===== src/rtl/serial_adder_ctrl_pkg.sv =====
// serial_adder_ctrl_pkg: shared FSM encodings and default width for the serial adder
package serial_adder_ctrl_pkg;
  localparam int WIDTH_DEF = 8;
  typedef enum logic [1:0] {
    IDLE = 2'd0,
    RUN  = 2'd1,
    DONE = 2'd2
  } state_t;
endpackage


===== src/rtl/FullAdder.sv =====
// FullAdder: 1-bit full-adder cell
module FullAdder (
  output logic Sum,
  output logic Cout,
  input  logic A,
  input  logic B,
  input  logic Cin
);
  assign Sum  = A ^ B ^ Cin;
  assign Cout = (A & B) | (Cin & (A ^ B));
endmodule


===== src/rtl/serial_adder_ctrl.sv =====
// serial_adder_ctrl: LSB-first bit-serial adder, one full-adder cell per cycle
module serial_adder_ctrl
  import serial_adder_ctrl_pkg::*;
#(
  parameter int WIDTH = WIDTH_DEF
) (
  input  logic             clk,
  input  logic             rst,
  input  logic             start,
  input  logic [WIDTH-1:0] A,
  input  logic [WIDTH-1:0] B,
  input  logic             Cin,
  output logic             busy,
  output logic             done,
  output logic [WIDTH-1:0] Sum,
  output logic             Cout
);
  localparam int CW = $clog2(WIDTH) + 1;
  state_t state, state_n;
  logic [WIDTH-1:0] a_sr, b_sr, s_sr;
  logic carry, fa_s, fa_c, last;
  logic [CW-1:0] cnt;
  FullAdder u_fa (
    .Sum (fa_s),
    .Cout(fa_c),
    .A   (a_sr[0]),
    .B   (b_sr[0]),
    .Cin (carry)
  );
  assign last = cnt == CW'(WIDTH - 1);
  assign busy = state == RUN;
  assign done = state == DONE;
  always_comb begin
    state_n = IDLE;
    state_n = state == IDLE ? (start ? RUN : IDLE) :
              state == RUN  ? (last ? DONE : RUN) : IDLE;
  end
  always_ff @(posedge clk) begin
    if (rst) begin
      state <= IDLE;
      a_sr  <= '0;
      b_sr  <= '0;
      s_sr  <= '0;
      carry <= 1'b0;
      cnt   <= '0;
      Sum   <= '0;
      Cout  <= 1'b0;
    end else begin
      state <= state_n;
      if (state == IDLE && start) begin
        a_sr  <= A;
        b_sr  <= B;
        carry <= Cin;
        cnt   <= '0;
      end else if (state == RUN) begin
        a_sr  <= a_sr >> 1;
        b_sr  <= b_sr >> 1;
        s_sr  <= {fa_s, s_sr[WIDTH-1:1]};
        carry <= fa_c;
        cnt   <= cnt + 1'b1;
        if (last) begin
          Sum  <= {fa_s, s_sr[WIDTH-1:1]};
          Cout <= fa_c;
        end
      end
    end
  end
endmodule


===== config.mk =====
export PLATFORM = sky130hd
export DESIGN_NAME = serial_adder_ctrl
export DESIGN_NICKNAME = d
export VERILOG_FILES = /design/src/rtl/serial_adder_ctrl_pkg.sv /design/src/rtl/FullAdder.sv /design/src/rtl/serial_adder_ctrl.sv
export SDC_FILE = /design/constraint.sdc
export NUM_CORES = 1
export LEC_CHECK = 0
export CAP_MARGIN = 20
export CELL_PAD_IN_SITES_DETAIL_PLACEMENT = 1
export CELL_PAD_IN_SITES_GLOBAL_PLACEMENT = 2
export CORE_AREA = 2 2 76 78
export DETAILED_ROUTE_END_ITERATION = 8
export DIE_AREA = 0 0 78 80
export MAX_ROUTING_LAYER = met4
export PLACE_DENSITY = 0.77
export SLEW_MARGIN = 20
export SYNTH_ARGS = -nofsm -noshare
export SYNTH_HDL_FRONTEND = slang
export SYNTH_HIERARCHICAL = 1
export SYNTH_SLANG_ARGS = --single-unit

===== constraint.sdc =====
create_clock -name clk -period 3.43 [get_ports clk]
set_clock_uncertainty 0.15 [all_clocks]
set_input_delay 0.343 -clock clk [delete_from_list [all_inputs] [get_ports clk]]
set_output_delay 0.343 -clock clk [all_outputs]
set_load 0.01 [all_outputs]

==> out/results.ini, run 1 <==
[clocking]
cts_resized=0
htreeDepth=2
cts_max_path_buffers=2
numCtsBuffers=5
clkLatencyLatePin_ps=280
cts_hold_buf=0
cts-root-buf=clkbuf_8
post-cts-setup-buffer-count=0
cts_tree=yes
clock_sink_count=39
clkTransAtPathRegs_ps=70

[setup_path]
cpMaxStageDelayCell=clkdlybuf4s50_1
end_kind=output pin
crit_start=state[0]
path_class=register to output pin
crit-reg2reg-launch=state[0]
cp-start-kind=register
cp.arrival_ps=1950
max_stage_delay_ps=620
crit_chain=nand2b_1, inv_2, clkdlybuf4s50_1
crit_fanout=22
crit_required_ps=2940

[timing]
slew_viol_final=0
hold_viol_final=0
min_period_over_period_pct=71.23
tns_ps=0
min_period_ps=2443
tightest_slew_ps=809.8
finalSetupViolCount=0
max_freq_mhz=409.3
slew_headroom_pct=45.96
rsz0062_at_grt=no
fin_ws_ps=986.9
holdWs_ps=311.7

[global_route]
grt_pass1_vias=1386
grt_max_degree=49
grt_usage_pct=13.00
antenna_found_initial=0
grt_pass1_wl_mm=6.279
grt_overflow_total=0

[finish]
diodes=0
fill_cells=642
fin_nets=241
drive_above_1_share_pct=9.091
area_delta_synth_final_pct=24.13

[yosys]
synth_fp_nets=217
syn_area_sq_um=1727
netlist-cell-type-count=28
netlist_instances=195
synth_area_per_cell_sq_um=8.855
synth_seq_cells=39
ys_seq_area_share_pct=45.22
yosysWarnings=6

[floorplanning]
die_y_um=80
core_area_sq_um=5405
fp.dieW_um=78
initial_core_util_pct=31.94
die_area_sq_um=6240
io_pins=31
rows=27

[route]
drt-total-wl_mm=3.589
dr.pass1.iters=3
drtIter0Drc=58
antenna_left=0
vias_per_cell=4.596
vias=1342
drc=0
wl_per_cell_um=12.29

[power_and_ir_drop]
leakagePower_nw=0.7165
ir_worst_vdd_uv=161.9
power.density_nw_per_um2=440.5

[worst_hold_path]
hp-class=register to register
min_from=b_sr[2]

[placement]
gp_congestion=0.6784
port_buffers=30
post-place-ws_ps=1194
post-dp-hpwl_mm=2.249

[run]
cap_violations=0

[outcome]
status=completed

## placed cells by master, fill, tap and decap left out
| cell | Yosys | layout |
|---|---|---|
| inv_2 | 1 | 1 |
| or3b_1 | 1 | 1 |
| xnor2_1 | 1 | 1 |
| or3_1 | 1 | 1 |
| xor2_1 | 1 | 1 |
| mux2i_1 | 10 | 10 |
| a211oi_1 | 9 | 9 |
| fa_1 | 1 | 1 |
| clkbuf_8 | 0 | 7 |
| nor3_1 | 7 | 7 |
| clkbuf_1 | 6 | 1 |
| nand2_1 | 28 | 28 |
| clkdlybuf4s50_1 | 0 | 30 |
| dfxtp_1 | 39 | 39 |
| or3b_2 | 3 | 3 |
| nand2b_1 | 22 | 22 |
| nand3b_1 | 2 | 2 |
| nand3_1 | 3 | 3 |
| nor2_4 | 1 | 1 |
| a21oi_1 | 25 | 25 |
| buf_4 | 1 | 2 |
| nor2_1 | 16 | 16 |
| nor2b_1 | 1 | 1 |
| ha_1 | 1 | 1 |
| nor3b_4 | 1 | 1 |
| o21ai_0 | 1 | 1 |
| o21ba_2 | 1 | 1 |
| a211oi_2 | 4 | 4 |
## worst max-delay path, delay by kind of cell, from the launching register on
kind / cells / cell delay, ps
buffers and inverters: 2 / 960
DFF: 1 / 560
and+or+nand+nor: 1 / 150
## logic make-up (layout without fill, tap and decap cells)
group,Yosys count,after routing,synth area share (%)
simple gates,86,86,25.80
flops,39,39,45.22
xor+xnor,2,2,1.015
buf+inv,16,41,5.362
fa+ha+maj,2,2,1.884
compound gates,40,40,14.93
mux,10,10,5.797
## worst paths after layout
path	end	slack (ps)	cells after the start
min reg2reg	b_sr[1]	310	2
min	b_sr[1]	310	2
max	busy	990	3
max reg2reg	cnt[3]	1630	4
## flip-flops by register name, indices dropped and copies added, names as in the netlist
name and flops:
s_sr 7, state 2, a_sr 8, cnt 4
Sum 8, Cout 1, b_sr 8, carry 1
## cells in the mapped netlist
master,number,area [sq um]
mux2i_1,10,100.1
nand2_1,28,105.1
ha_1,1,12.51
dfxtp_1,39,780.8
buf_4,1,7.510
a211oi_2,4,50.05
nand2b_1,22,137.6
fa_1,1,20.02
clkbuf_1,6,22.52
o21ba_2,1,10.01
nand3b_1,2,15.01
or3_1,1,6.260
o21ai_0,1,5.000
nor3_1,7,35.03
or3b_2,3,26.28
nor3b_4,1,18.77
nor2_1,16,60.06
a211oi_1,9,67.56
buf_2,5,25.02
a21oi_1,25,125.1
nor2_4,1,11.26
xor2_1,1,8.760
xnor2_1,1,8.760
inv_2,1,3.750
nand3_1,3,15.01
buf_6,3,33.78
nor2b_1,1,6.260
or3b_1,1,8.760
## area by class of cell
class	instances	area, sq um	share of cell area [%]
well taps	72	90.09	4.203
inverters	1	3.754	0.1751
flip-flops and latches	39	780.7	36.43
clock buffers	8	100.1	4.670
repair buffers	32	315.3	14.71
multi-input cells	140	853.3	39.81
## stage by stage
step | total power [mW] | area (sq um) | instances | util (%)
after floorplan | 0.5803 | 1727 | 195 | -
after global placement | 0.6189 | 2043 | 284 | 37.80
after detailed placement | 0.6198 | 2043 | 284 | 37.80
after CTS | 0.9629 | 2143 | 292 | 39.65
after global routing | 1.001 | 2143 | 292 | 39.65
final | 0.9442 | 2143 | 292 | 39.65
## metal layers
metal | vias up | wire length (um) | track usage (%)
met5 | - | 0 | -
met4 | 0 | 27 | 4.211
met3 | 4 | 104 | 3.733
met2 | 20 | 1655 | 21.12
met1 | 618 | 1801 | 15.61
li1 | 700 | - | -
## power by group
group	switching (mW)	internal, mW	total, mW
Sequential	0.0148	0.474	0.489
Clock	0.154	0.184	0.337
Combinational	0.0610	0.0570	0.118
Total	0.229	0.715	0.944
No activity file was read; power rests on OpenSTA's default activity.
==> run 2, diff against run 1 <==
--- a/config.mk
+++ b/config.mk
@@ -8,11 +8,11 @@
 export CAP_MARGIN = 20
 export CELL_PAD_IN_SITES_DETAIL_PLACEMENT = 1
 export CELL_PAD_IN_SITES_GLOBAL_PLACEMENT = 2
-export CORE_AREA = 2 2 76 78
+export CORE_AREA = 2 2 82 84
 export DETAILED_ROUTE_END_ITERATION = 8
-export DIE_AREA = 0 0 78 80
+export DIE_AREA = 0 0 84 86
 export MAX_ROUTING_LAYER = met4
-export PLACE_DENSITY = 0.77
+export PLACE_DENSITY = 0.7
 export SLEW_MARGIN = 20
 export SYNTH_ARGS = -nofsm -noshare
 export SYNTH_HDL_FRONTEND = slang
==> constraint.sdc (replaced) <==
create_clock -name clk -period 2.05 [get_ports clk]
set_clock_uncertainty 0.15 [all_clocks]
set_input_delay 0.205 -clock clk [delete_from_list [all_inputs] [get_ports clk]]
set_output_delay 0.205 -clock clk [all_outputs]
set_load 0.01 [all_outputs]
==> out/results.ini, run 2 (synthesis results as in run 1) <==
[route]
drc=0  ; unchanged
drt-total-wl_mm=3.753  ; +4.6%
antenna_left=0  ; unchanged
wl_per_cell_um=12.43  ; +1.1%
dr.pass1.iters=3  ; unchanged
drtIter0Drc=51  ; -12%
vias_per_cell=4.649  ; +1.2%
vias=1404  ; +4.6%

[clocking]
htreeDepth=2  ; unchanged
post-cts-setup-buffer-count=0  ; unchanged
cts_max_path_buffers=2  ; unchanged
cts_tree=yes
cts_resized=0  ; unchanged
clkLatencyLatePin_ps=280  ; about the same
cts-root-buf=clkbuf_8
clock_sink_count=39  ; unchanged
numCtsBuffers=5  ; unchanged
clkTransAtPathRegs_ps=80  ; about the same
cts_hold_buf=0  ; unchanged

[finish]
final_cell_mix=dfxtp_1, clkdlybuf4s50_1, nand2_1
multi_input_area_sq_um=853.3  ; unchanged
diodes=0  ; unchanged
mostFrequentLayoutCell=dfxtp_1
area_delta_synth_final_pct=27.39
post-route-util_pct=35.04  ; -4.6 points
fin_nets=246  ; +2.1%
fill_cells=738  ; +15%
reg_top3=Sum x8, a_sr x8, b_sr x8
stdcell_area_sq_um=2200  ; +2.6%
drive_above_1_share_pct=11.11  ; +2.0 points
ff_latch_area_sq_um=780.7  ; unchanged

[timing]
holdWs_ps=310.2  ; -1.485 ps
finalSetupViolCount=0  ; unchanged
tightest_slew_ps=475.9  ; -333.9 ps
min_period_over_period_pct=90.02
min_period_ps=1845
max_freq_mhz=541.9
slew_headroom_pct=68.28  ; +22 points
tns_ps=0  ; unchanged
rsz0062_at_grt=no
slew_viol_final=0  ; unchanged
hold_viol_final=0  ; unchanged

[global_route]
grt_overflow_total=0  ; unchanged
antenna_found_initial=0  ; unchanged
grt_max_degree=49  ; unchanged
grt_usage_pct=11.33  ; -1.7 points
grt_pass1_vias=1411  ; +1.8%
grt_pass1_wl_mm=6.382  ; +1.6%

[setup_path]
crit_fanout=7  ; -68%
cpMaxStageDelayCell=clkdlybuf4s50_1
worst_r2r_endpoint=a_sr[6]
crit_required_ps=1690  ; -1250 ps
path_class=register to output pin
crit_chain=nand2b_1, inv_2, clkdlybuf4s50_1
cp-start-kind=register
cp.arrival_ps=1490  ; -460 ps
max_stage_delay_ps=520  ; -100 ps
end_kind=output pin
crit-reg2reg-launch=state[1]
r2r_cells=4  ; unchanged
cp_top_family=buffers and inverters
worst-path-buf-inv=2  ; unchanged
r2r_slack_ps=430  ; -1200 ps

[placement]
placed_cell_area_sq_um=2100  ; +2.8%
gp_congestion=0.7124  ; +5.0%
post-dp-hpwl_mm=2.458  ; +9.3%
port_buffers=30  ; unchanged

[floorplanning]
core_area_sq_um=6277  ; +16%
rows=29  ; +7.4%
initial_core_util_pct=27.51  ; -4.4 points
io_pins=31  ; unchanged
die_y_um=86  ; +7.5%
die_area_sq_um=7224  ; +16%
fp.dieW_um=84  ; +7.7%

[worst_hold_path]
holdPathEnd=b_sr[3]
hp-class=register to register
min_path_cells=2  ; unchanged
min_from=b_sr[4]

[run]
cap_violations=0  ; unchanged

[outcome]
status=completed

[power_and_ir_drop]
ir_worst_vdd_uv=223.7  ; +38%
power.density_nw_per_um2=724.6  ; +64%
power.internal_mw=1.206  ; +69%
power_frac_clock_pct=35.5  ; -0.2 points
leakagePower_nw=0.7462  ; +4.2%
p_seq_share_pct=51.2  ; -0.6 points
power_switching_mw=0.3878  ; +69%
switching_share_pct=24.33  ; +0.031 points
p_comb_share_pct=13.3  ; +0.8 points

[run 2: area by class of cell]
type | instances | share of cell area, %
clock buffer | 8 | 4.551
multi-input combinational | 140 | 38.79
sequential | 39 | 35.49
timing repair buffer | 37 | 16.61
tap | 77 | 4.380
inverter | 1 | 0.1706
[run 2: worst max path at each step]
stage / endpoint / slack [ps] / start / depth (start not counted)
floorplan: a_sr[4] / 550 / state[1] / 6
global placement: a_sr[6] / 170 / start / 4
detailed placement: a_sr[6] / 150 / start / 4
CTS: busy / 160 / state[0] / 3
global route: busy / 110 / state[0] / 3
finish: busy / 200 / state[0] / 3
[run 2: stage by stage]
step	instances	worst slack, ps	power (mW)
2_1_floorplan	195	545.3	0.9709
6_report	302	204.7	1.594
4_1_cts	302	164.0	1.626
3_5_place_dp	294	151.5	1.051
5_1_grt	302	112.4	1.683
3_3_place_gp	294	167.0	1.051
[run 2: worst register-to-register path, cell delays in order (launching register included)]
cell,delay (ps)
dfxtp_1,330
buf_4,160
or3b_1,590
nor2_1,210
a211oi_2,60
[run 2: metal layers]
layer	GRT usage [%]	up-vias	part of all wire (%)
met5	-	-	0
met4	4.399	0	1.5
met3	2.791	6	3.5
met2	19.20	22	46
met1	12.98	661	49
li1	-	715	-
[run 2: power groups by stage]
| stage | sequential [mW] | combinational [mW] | clock [mW] |
|---|---|---|---|
| after floorplan | 0.827 | 0.144 | 0 |
| after global placement | 0.833 | 0.217 | 0 |
| after detailed placement | 0.835 | 0.217 | 0 |
| after CTS | 0.817 | 0.217 | 0.593 |
| after global routing | 0.821 | 0.237 | 0.625 |
| final | 0.816 | 0.213 | 0.565 |
==> run 3, diff against run 2 <==
--- a/config.mk
+++ b/config.mk
@@ -11,6 +11,7 @@
 export CORE_AREA = 2 2 82 84
 export DETAILED_ROUTE_END_ITERATION = 8
 export DIE_AREA = 0 0 84 86
+export HOLD_SLACK_MARGIN = 0.06
 export MAX_ROUTING_LAYER = met4
 export PLACE_DENSITY = 0.7
 export SLEW_MARGIN = 20
==> results of run 3 <==
Final layout, timing and power as in run 2 (identical DEF).
